### config.mk
export PLATFORM = sky130hd
export DESIGN_NAME = env_adsr_sequencer
export DESIGN_NICKNAME = d
export VERILOG_FILES = /design/src/rtl/env_adsr_sequencer_pkg.sv /design/src/rtl/env_adsr_sequencer_env_step.sv /design/src/rtl/env_adsr_sequencer.sv
export SDC_FILE = /design/constraint.sdc
export NUM_CORES = 1
export LEC_CHECK = 0
export CORE_MARGIN = 3
export CORE_UTILIZATION = 58
export DETAILED_ROUTE_END_ITERATION = 8
export DONT_BUFFER_PORTS = 1
export PLACE_DENSITY = 0.76
export SYNTH_ARGS = -nofsm -noshare
export SYNTH_HDL_FRONTEND = slang
export SYNTH_SLANG_ARGS = --single-unit
### constraint.sdc
create_clock -name clk -period 7.4 [get_ports clk]
set_input_delay 0 -clock clk [delete_from_list [all_inputs] [get_ports clk]]
set_output_delay 0 -clock clk [all_outputs]
set_load 0.01 [all_outputs]
### src/rtl/env_adsr_sequencer_pkg.sv
// env_adsr_sequencer_pkg: shared widths, limits and envelope state encoding
package env_adsr_sequencer_pkg;
  localparam int OP_NUM_WIDTH = 5;
  localparam int NUM_OPERATORS_PER_BANK = 18;
  localparam int REG_ENV_WIDTH = 4;
  localparam int ENV_RATE_COUNTER_OVERFLOW_WIDTH = 3;
  localparam int ENV_WIDTH = 9;
  localparam logic [ENV_WIDTH-1:0] ENV_SILENT = 9'd511;
  typedef enum logic [1:0] {ATTACK, DECAY, SUSTAIN, RELEASE} env_state_t;
endpackage

### src/rtl/env_adsr_sequencer_env_step.sv
// env_adsr_sequencer_env_step: combinational next env/state for one operator step
module env_adsr_sequencer_env_step
  import env_adsr_sequencer_pkg::*;
(
  input  env_state_t                                     state_i,
  input  logic [ENV_WIDTH-1:0]                           env_i,
  input  logic [ENV_RATE_COUNTER_OVERFLOW_WIDTH-1:0]     ovf_i,
  input  logic [3:0]                                     sl_i,
  input  logic                                           etr_i,
  output logic [ENV_WIDTH-1:0]                           env_o,
  output env_state_t                                     state_o
);
  logic [11:0] w_env, w_ovf, prod, dec_raw, dec, att, sum, tgt, dcy, sat, env_n;
  // 12-bit intermediates keep every step clear of wrap at 0 and 511
  always_comb begin
    w_env = {3'b0, env_i};
    w_ovf = {9'b0, ovf_i};
    prod = w_env * w_ovf;
    dec_raw = prod >> 3;
    dec = (ovf_i != '0 && dec_raw == '0) ? 12'd1 : dec_raw;
    att = (dec >= w_env) ? 12'd0 : w_env - dec;
    sum = w_env + w_ovf;
    tgt = (sl_i == 4'd15) ? 12'd496 : {4'b0, sl_i, 4'b0};
    dcy = (sum >= tgt) ? tgt : sum;
    sat = (sum >= 12'd511) ? 12'd511 : sum;
    env_n = w_env;
    state_o = state_i;
    if (ovf_i != '0) begin
      unique case (state_i)
        ATTACK: begin
          env_n = att;
          state_o = (att == '0) ? DECAY : ATTACK;
        end
        DECAY: begin
          env_n = dcy;
          state_o = (dcy == tgt) ? SUSTAIN : DECAY;
        end
        SUSTAIN: env_n = etr_i ? w_env : sat;
        default: env_n = sat;
      endcase
    end
    env_o = (env_n > 12'd511) ? ENV_SILENT : env_n[ENV_WIDTH-1:0];
  end
endmodule

### src/rtl/env_adsr_sequencer.sv
// env_adsr_sequencer: per-operator ADSR envelope state machine time-multiplexed over one bank
module env_adsr_sequencer
  import env_adsr_sequencer_pkg::*;
(
  input  logic                                           clk,
  input  logic                                           rst_n,
  input  logic                                           sample_clk_en,
  input  logic [OP_NUM_WIDTH-1:0]                        op_num,
  input  logic                                           key_on,
  input  logic [REG_ENV_WIDTH-1:0]                       ar,
  input  logic [REG_ENV_WIDTH-1:0]                       dr,
  input  logic [REG_ENV_WIDTH-1:0]                       rr,
  input  logic [3:0]                                     sl,
  input  logic                                           etr,
  input  logic [ENV_RATE_COUNTER_OVERFLOW_WIDTH-1:0]     rate_counter_overflow,
  output logic [REG_ENV_WIDTH-1:0]                       requested_rate,
  output logic [ENV_WIDTH-1:0]                           env_out
);
  env_state_t                        state_q [NUM_OPERATORS_PER_BANK];
  logic [ENV_WIDTH-1:0]              env_q   [NUM_OPERATORS_PER_BANK];
  logic [NUM_OPERATORS_PER_BANK-1:0] kon_q;
  logic                              upd_q;
  logic [ENV_WIDTH-1:0]              env_out_q;
  env_state_t                        cur_state, step_state, state_d;
  logic [ENV_WIDTH-1:0]              cur_env, step_env, env_d;
  logic                              rise, fall, inst_attack;

  assign cur_state = state_q[op_num];
  assign cur_env = env_q[op_num];
  assign env_out = env_out_q;

  env_adsr_sequencer_env_step u_env_step (
    .state_i (cur_state),
    .env_i   (cur_env),
    .ovf_i   (rate_counter_overflow),
    .sl_i    (sl),
    .etr_i   (etr),
    .env_o   (step_env),
    .state_o (step_state)
  );

  // key edges override the rate step; ar=15 skips attack entirely
  always_comb begin
    rise = key_on & ~kon_q[op_num];
    fall = ~key_on & kon_q[op_num];
    inst_attack = rise && ar == 4'd15;
    env_d = inst_attack ? '0 : (rise || fall) ? cur_env : step_env;
    state_d = rise ? (inst_attack ? DECAY : ATTACK) : fall ? RELEASE : step_state;
    requested_rate = (cur_state == ATTACK) ? ar :
                     (cur_state == DECAY) ? dr :
                     (cur_state == SUSTAIN) ? (etr ? '0 : rr) : rr;
  end

  // operator state update on the cycle after sample_clk_en
  always_ff @(posedge clk) begin
    if (!rst_n) begin
      for (int i = 0; i < NUM_OPERATORS_PER_BANK; i++) begin
        state_q[i] <= RELEASE;
        env_q[i] <= ENV_SILENT;
      end
      kon_q <= '0;
      upd_q <= 1'b0;
      env_out_q <= ENV_SILENT;
    end else begin
      upd_q <= sample_clk_en;
      if (upd_q) begin
        state_q[op_num] <= state_d;
        env_q[op_num] <= env_d;
        kon_q[op_num] <= key_on;
        env_out_q <= env_d;
      end
    end
  end
endmodule

== Yosys cells after proc, flatten, opt, wreduce, memory -nomap -nowiden ==
Memories as Yosys holds them, arrays and structs flattened.
Index checks and enable logic that the tools add are counted.

* Register bits: 28
* Input port bits: 29
* Word-level logic and storage cells: 70
* Output and inout bits: 13
* Bits in writable memories: 198
* Memories kept: 2

{| class="wikitable"
|+ Memory list
! name !! depth !! width !! rd ports !! clocked after Yosys merged registers in !! write ports !! line !! text
|-
| env_q || 18 || 9 || 1 || 0 || 18 || env_adsr_sequencer.sv:20 || <nowiki>logic [ENV_WIDTH-1:0] env_q [NUM_OPERATORS_PER_BANK];</nowiki>
|-
| state_q || 18 || 2 || 1 || 0 || 18 || env_adsr_sequencer.sv:19 || <nowiki>env_state_t state_q [NUM_OPERATORS_PER_BANK];</nowiki>
|}

* Bitwise logic cells: 4
* Add/sub/neg operators: 2
* Reduce and logical (&&, ||, !) cells: 10
* $lt $le $gt $ge: 6
* Multiply operators: 1
* Equal/unequal tests: 5
* Mux-type cells: 37

{| class="wikitable"
|+ Operator list
! operator !! count
|-
| $mux W12 || 5
|-
| $mux W9 || 6
|-
| $pmux W12 S3 || 1
|-
| $logic_not A12 Y1 || 2
|-
| $bwmux W18 || 1
|-
| $mux W4 || 4
|-
| $eq A12 B12 Y1 || 1
|-
| $ge A12 B12 Y1 || 1
|-
| $ge A12 B9 Y1 || 1
|-
| $ge A12 B9 Y1 const B || 1
|-
| $gt A12 B9 Y1 const B || 1
|-
| $mul A9 B3 Y12 || 1
|-
| $sub A9 B12 Y12 || 1
|-
| $add A9 B3 Y10 || 1
|-
| $mux W1 || 10
|-
| $mux W2 || 5
|-
| $mux W5 || 2
|-
| $reduce_or A9 Y1 || 1
|-
| $eq A4 B4 Y1 const B || 2
|-
| $lt A5 B6 Y1 const B || 1
|-
| $bmux W1 S5 || 1
|-
| $demux W1 S5 || 1
|-
| $ge A5 B1 Y1 const B || 1
|-
| $pmux W2 S2 || 1
|-
| other kinds (9) || 13
|}

== Longest topological paths before layout ==
An unclocked memory read counts as a cell.

* Depth in word-level cells: 14
* Mapped depth: 42
* Mapped depth without buffers: 33

== Hierarchy ==
From an unflattened synthesis, not the netlist that was laid out.

* Cells, all modules: 1399
* Area, all modules: 18973.2 sq um

{| class="wikitable"
|+ By module, submodules not included
! module !! times used !! cells each !! seq. area each (sq um) !! area each (sq um)
|-
| env_adsr_sequencer || 1 || 1035 || 11130.7 || 16331.9
|-
| env_adsr_sequencer_env_step || 1 || 364 || 0.0 || 2641.3
|}

== Least setup slack after synthesis ==
Ideal clock, no wire load.

* Kind: input to register
* Start point: input op_num[0]
* End point: memory env_q[17][4], data pin
* Path slack: -0.793 ns
* Data arrival time: 7.815 ns
* Library setup time: 0.378 ns
* Cell stages on the path: 38
* Cell sequence: buf_6 > buf_8 > buf_6 > buf_6 > buf_6 > buf_6 > mux4_2 > mux4_2 > nand2_1 > and4_1 > inv_1 > ha_1 > fa_1 > ha_1 > nor2b_1 > o21ai_0 > nand2b_1 > a21o_1 > [2 not listed] > a21oi_1 > xor2_1 > nand3_1 > o31ai_2 > ha_1 > inv_1 > fa_1 > a21o_1 > a221oi_1 > a22oi_1 > o21a_1 > and3_1 > buf_2 > a211oi_1 > o21ai_1 > o21ai_2 > clkbuf_1 > o21ai_0

{| class="wikitable"
|+ RTL lines
! element !! line !! text
|-
| start: declaration || env_adsr_sequencer.sv:8 || <nowiki>input logic [OP_NUM_WIDTH-1:0] op_num,</nowiki>
|-
| end: declaration || env_adsr_sequencer.sv:20 ||
|}

==> results.md <==
- Outcome: finished, violations left
- Violations in the final reports: setup timing
- Die Footprint: 34,450 um2
- Antenna viol nets, final: 0
- Via count of the first global-routing pass: ~12,000
- CP max-delay cell: fa_1
- Total clock sinks: 380
- Post-synthesis net count: 1,444
- Proportion of synthesized chip area in sequential cells: 59.49%
- Arrival @ worst endpoint: 7.68 ns
- Overall power: ~5.5 mW
- Number of antenna cells inserted: 0
- Fraction of final layout cells with drive strength greater than 1: ~28%
- Crit-path most repeated cell: a21o_1
- Router iterations before antenna repair: 8
- Drt via density: roughly 6.8
- Routed wirelength normalized by instance count: roughly 28 um
- Netlist Area Pre-Place: 18,710 um2
- Fmax: 0.1333 GHz
- Area inside the core boundary: 31,640 um2
- Layout filler cell count: around 2,000
- Via count of the routed design: 12,890
- Share of the clock period used by the worst path: 101.4%
- Grt ovf: 0
- Sum Neg Setup Slack: -3.319 ns
- GRT Overall Usage: 30.38%
- Bufs and invs on worst path: 3
- Worst setup EP type: flop
- Worst vdd ir: 0.0001652 V
- Pin slew with the least headroom to its limit: 1.384 ns
- FP Rows: 65
- Final WL: between 50,000 and 60,000 um
- Dominant register cell in the synthesized netlist: edfxtp_1
- Distinct cell type count of the synthesized netlist: 98
- Max clock buf depth: 3
- Power density over cell area: roughly 250 nW/um2
- Asr flop ratio synth: 0%
- Global placer's final weighted congestion: 0.9577
- Max Transition Viols Final: 0
- Register bit count reported by yosys: 380
- Clock network latency to the later pin of the worst-skew pair: 0.53 ns
- Die extent in y: between 150 and 200 um
- Worst-case headroom to the max-slew limit: 7.419%
- Detailed placer's ending HPWL: 32,860 um
- Port buffer count: 0
- # setup viols final: 72
- Post-layout net count: 1,520
- Drt initial violations: 1,856
- Initial standard-cell utilization of the core: 59.15%
- Syn Inst Count: around 1,400
- Maxcap violations: 0
- Leakage power summed over all cells: 6.859 nW
- Number of buffers inserted during clock tree synthesis: 38
- Area growth, synth to finish: 15.90%
- Clock-pin slew on the worst setup and hold paths: 0.07 ns
- Initial antenna violation count: 0
- Clock skew: 0.01994 ns
- Area fraction of the dominant cell type after synthesis: 56.49%
- Largest driver fanout on the critical path: 15
- Level count of the clock H-tree: 2
- First-pass GRT wire length: 77,620 um
- IO Pins: 42
- Number of synthesized flops with an enable pin: 352
- Launching element type of the critical path: flop
- Clk Tree Root Cell: clkbuf_16
- Residual DRC: 0
- Path category of the worst min-delay check: input pin to flop
- Number of warning messages in the yosys log: 0
- CTS tree: done
- Instance count after placement with tap cells included: 1,768
- Average footprint of a synthesized cell: 13.59 um2
- Worst setup path class: flop to flop
- Area contributors post-synth: edfxtp_1, mux4_2, nand2_1, dfxtp_1, o21ai_0
- Largest delay share family, worst path: compound AO/OA/AOI/OAI gates
- Pin count of the biggest net entering global routing: approximately 110
- Crit path required time: about 7.6 ns
- Crit path largest cell delay: 0.55 ns
- Final setup slack of the worst path: -0.1014 ns
- Count of non-filler cells in the finished layout: 1,885
- Hold Violations, Final: 0
- RSZ-0062 raised after global routing: true
- Width of the die: 185.6 um
- Cell accounting for the most synthesized area: edfxtp_1
- Crit path time final: 7.501 ns
cell usage in the layout (no fill, tap or decap), types with 15 or more instances in the layout:
cell type    n
nor2b_1     22
dfxtp_1     28
buf_4       87
mux4_2      81
a22oi_1     33
ha_1        25
inv_1       37
buf_6       17
a21oi_1     27
o21ai_1     26
mux2i_1     27
nand3_1     28
nand3_2     18
o21ai_2     25
nand2b_1    15
o21ai_0     59
nand2_2     30
nand2_1    148
nor2_1      58
edfxtp_1   352
clkbuf_16   44
per-stage QoR:
step           instance area [um2]  utilization, %  hold slack [ns]  setup slack [ns]
6_report                     21690           68.55          0.03502           -0.1014
5_1_grt                      21690           68.55          0.05676           -0.3501
4_1_cts                      20860           65.93         0.002068          0.005445
3_5_place_dp                 19450           61.49          0.09441           -0.2365
3_3_place_gp                 19450           61.49          0.08763          -0.03661
2_1_floorplan                18830               -           0.1273          -0.01202
power by group:
part | internal [mW] | switching [mW]
clock | 1.06 | 0.790
sequential | 2.35 | 0.00938
combinational | 0.537 | 0.765
logic make-up after synthesis:
family                     share of synthesized area [%]
and+or+nand+nor                                    10.50
DFF                                                59.49
AOI/OAI and AO/OA                                  10.51
buffers and inverters                              3.604
muxes                                              11.74
adders and majority gates                          2.942
xor gates and xnor gates                           1.217
flip-flops by register name, indices dropped and copies added, names as in the netlist:
signal,flops
upd_q,1
env_q,288
state_q,64
kon_q,18
env_out,9
cell usage after synthesis (6+ instances only):
| library cell | number |
|---|---|
| nand4_1 | 6 |
| edfxtp_1 | 352 |
| a21o_1 | 14 |
| nor2b_1 | 23 |
| buf_2 | 22 |
| o22ai_1 | 6 |
| nand3_2 | 10 |
| mux2_2 | 9 |
| o21ai_1 | 8 |
| o21ai_0 | 100 |
| nor3_1 | 11 |
| mux4_2 | 81 |
| nand2_2 | 10 |
| a22oi_1 | 35 |
| ha_1 | 28 |
| clkbuf_1 | 50 |
| buf_6 | 11 |
| a21boi_0 | 10 |
| nand2b_1 | 15 |
| xnor2_1 | 14 |
| a21oi_1 | 32 |
| inv_1 | 39 |
| nor2_1 | 59 |
| nand2_1 | 181 |
| nand3_1 | 36 |
| fa_1 | 10 |
| and2_1 | 8 |
| mux2i_1 | 27 |
| and3_1 | 7 |
| a22o_1 | 7 |
| dfxtp_1 | 28 |
| o211ai_1 | 10 |
cell type report:
| class | count | area, um2 | share of cell area, % |
|---|---|---|---|
| clock buffers | 53 | 1039 | 4.789 |
| clock inverters | 17 | 160.2 | 0.7385 |
| inverters | 41 | 158.9 | 0.7327 |
| multi-input cells | 862 | 7406 | 34.15 |
| flip-flops and latches | 380 | 11130 | 51.32 |
| well taps | 402 | 503.0 | 2.319 |
| repair buffers | 130 | 1290 | 5.948 |
final timing paths:
kind / from / endpoint / slack (ns) / cells past startpoint
max: env_q[26][2] / env_q[22][1] / -0.10 / 31
min: sl[2] / env_out[6] / 0.04 / 5
max reg2reg: env_q[26][2] / env_q[22][1] / -0.10 / 31
min reg2reg: kon_q[15] / kon_q[15] / 0.47 / 2
worst reg2reg max path: cells and delay by family, from the launching register on:
kind | cells | cell delay [ns]
adders and majority gates | 5 | 1.50
muxes | 2 | 0.98
buffers and inverters | 3 | 0.29
AOI/OAI and AO/OA | 14 | 2.89
DFF | 1 | 0.40
and+or+nand+nor | 6 | 0.90
xor gates and xnor gates | 1 | 0.18
timing repair:
action,in CTS,in global routing
gates resized for setup,16,146
hold buffers,10,0
cloned,0,9
endpoints found under the hold margin,255,0
pin swaps,6,26
buffers inserted,4,25
setup endpoints to repair,259,317
metal layers:
layer	routed length, um	global-route usage (%)	vias to the layer above
met5	0	0	-
met4	2467	10.60	0
met3	6582	7.329	170
met2	24820	48.20	881
met1	19360	41.82	6403
li1	-	-	5435
(Power assumes the default switching activity.)
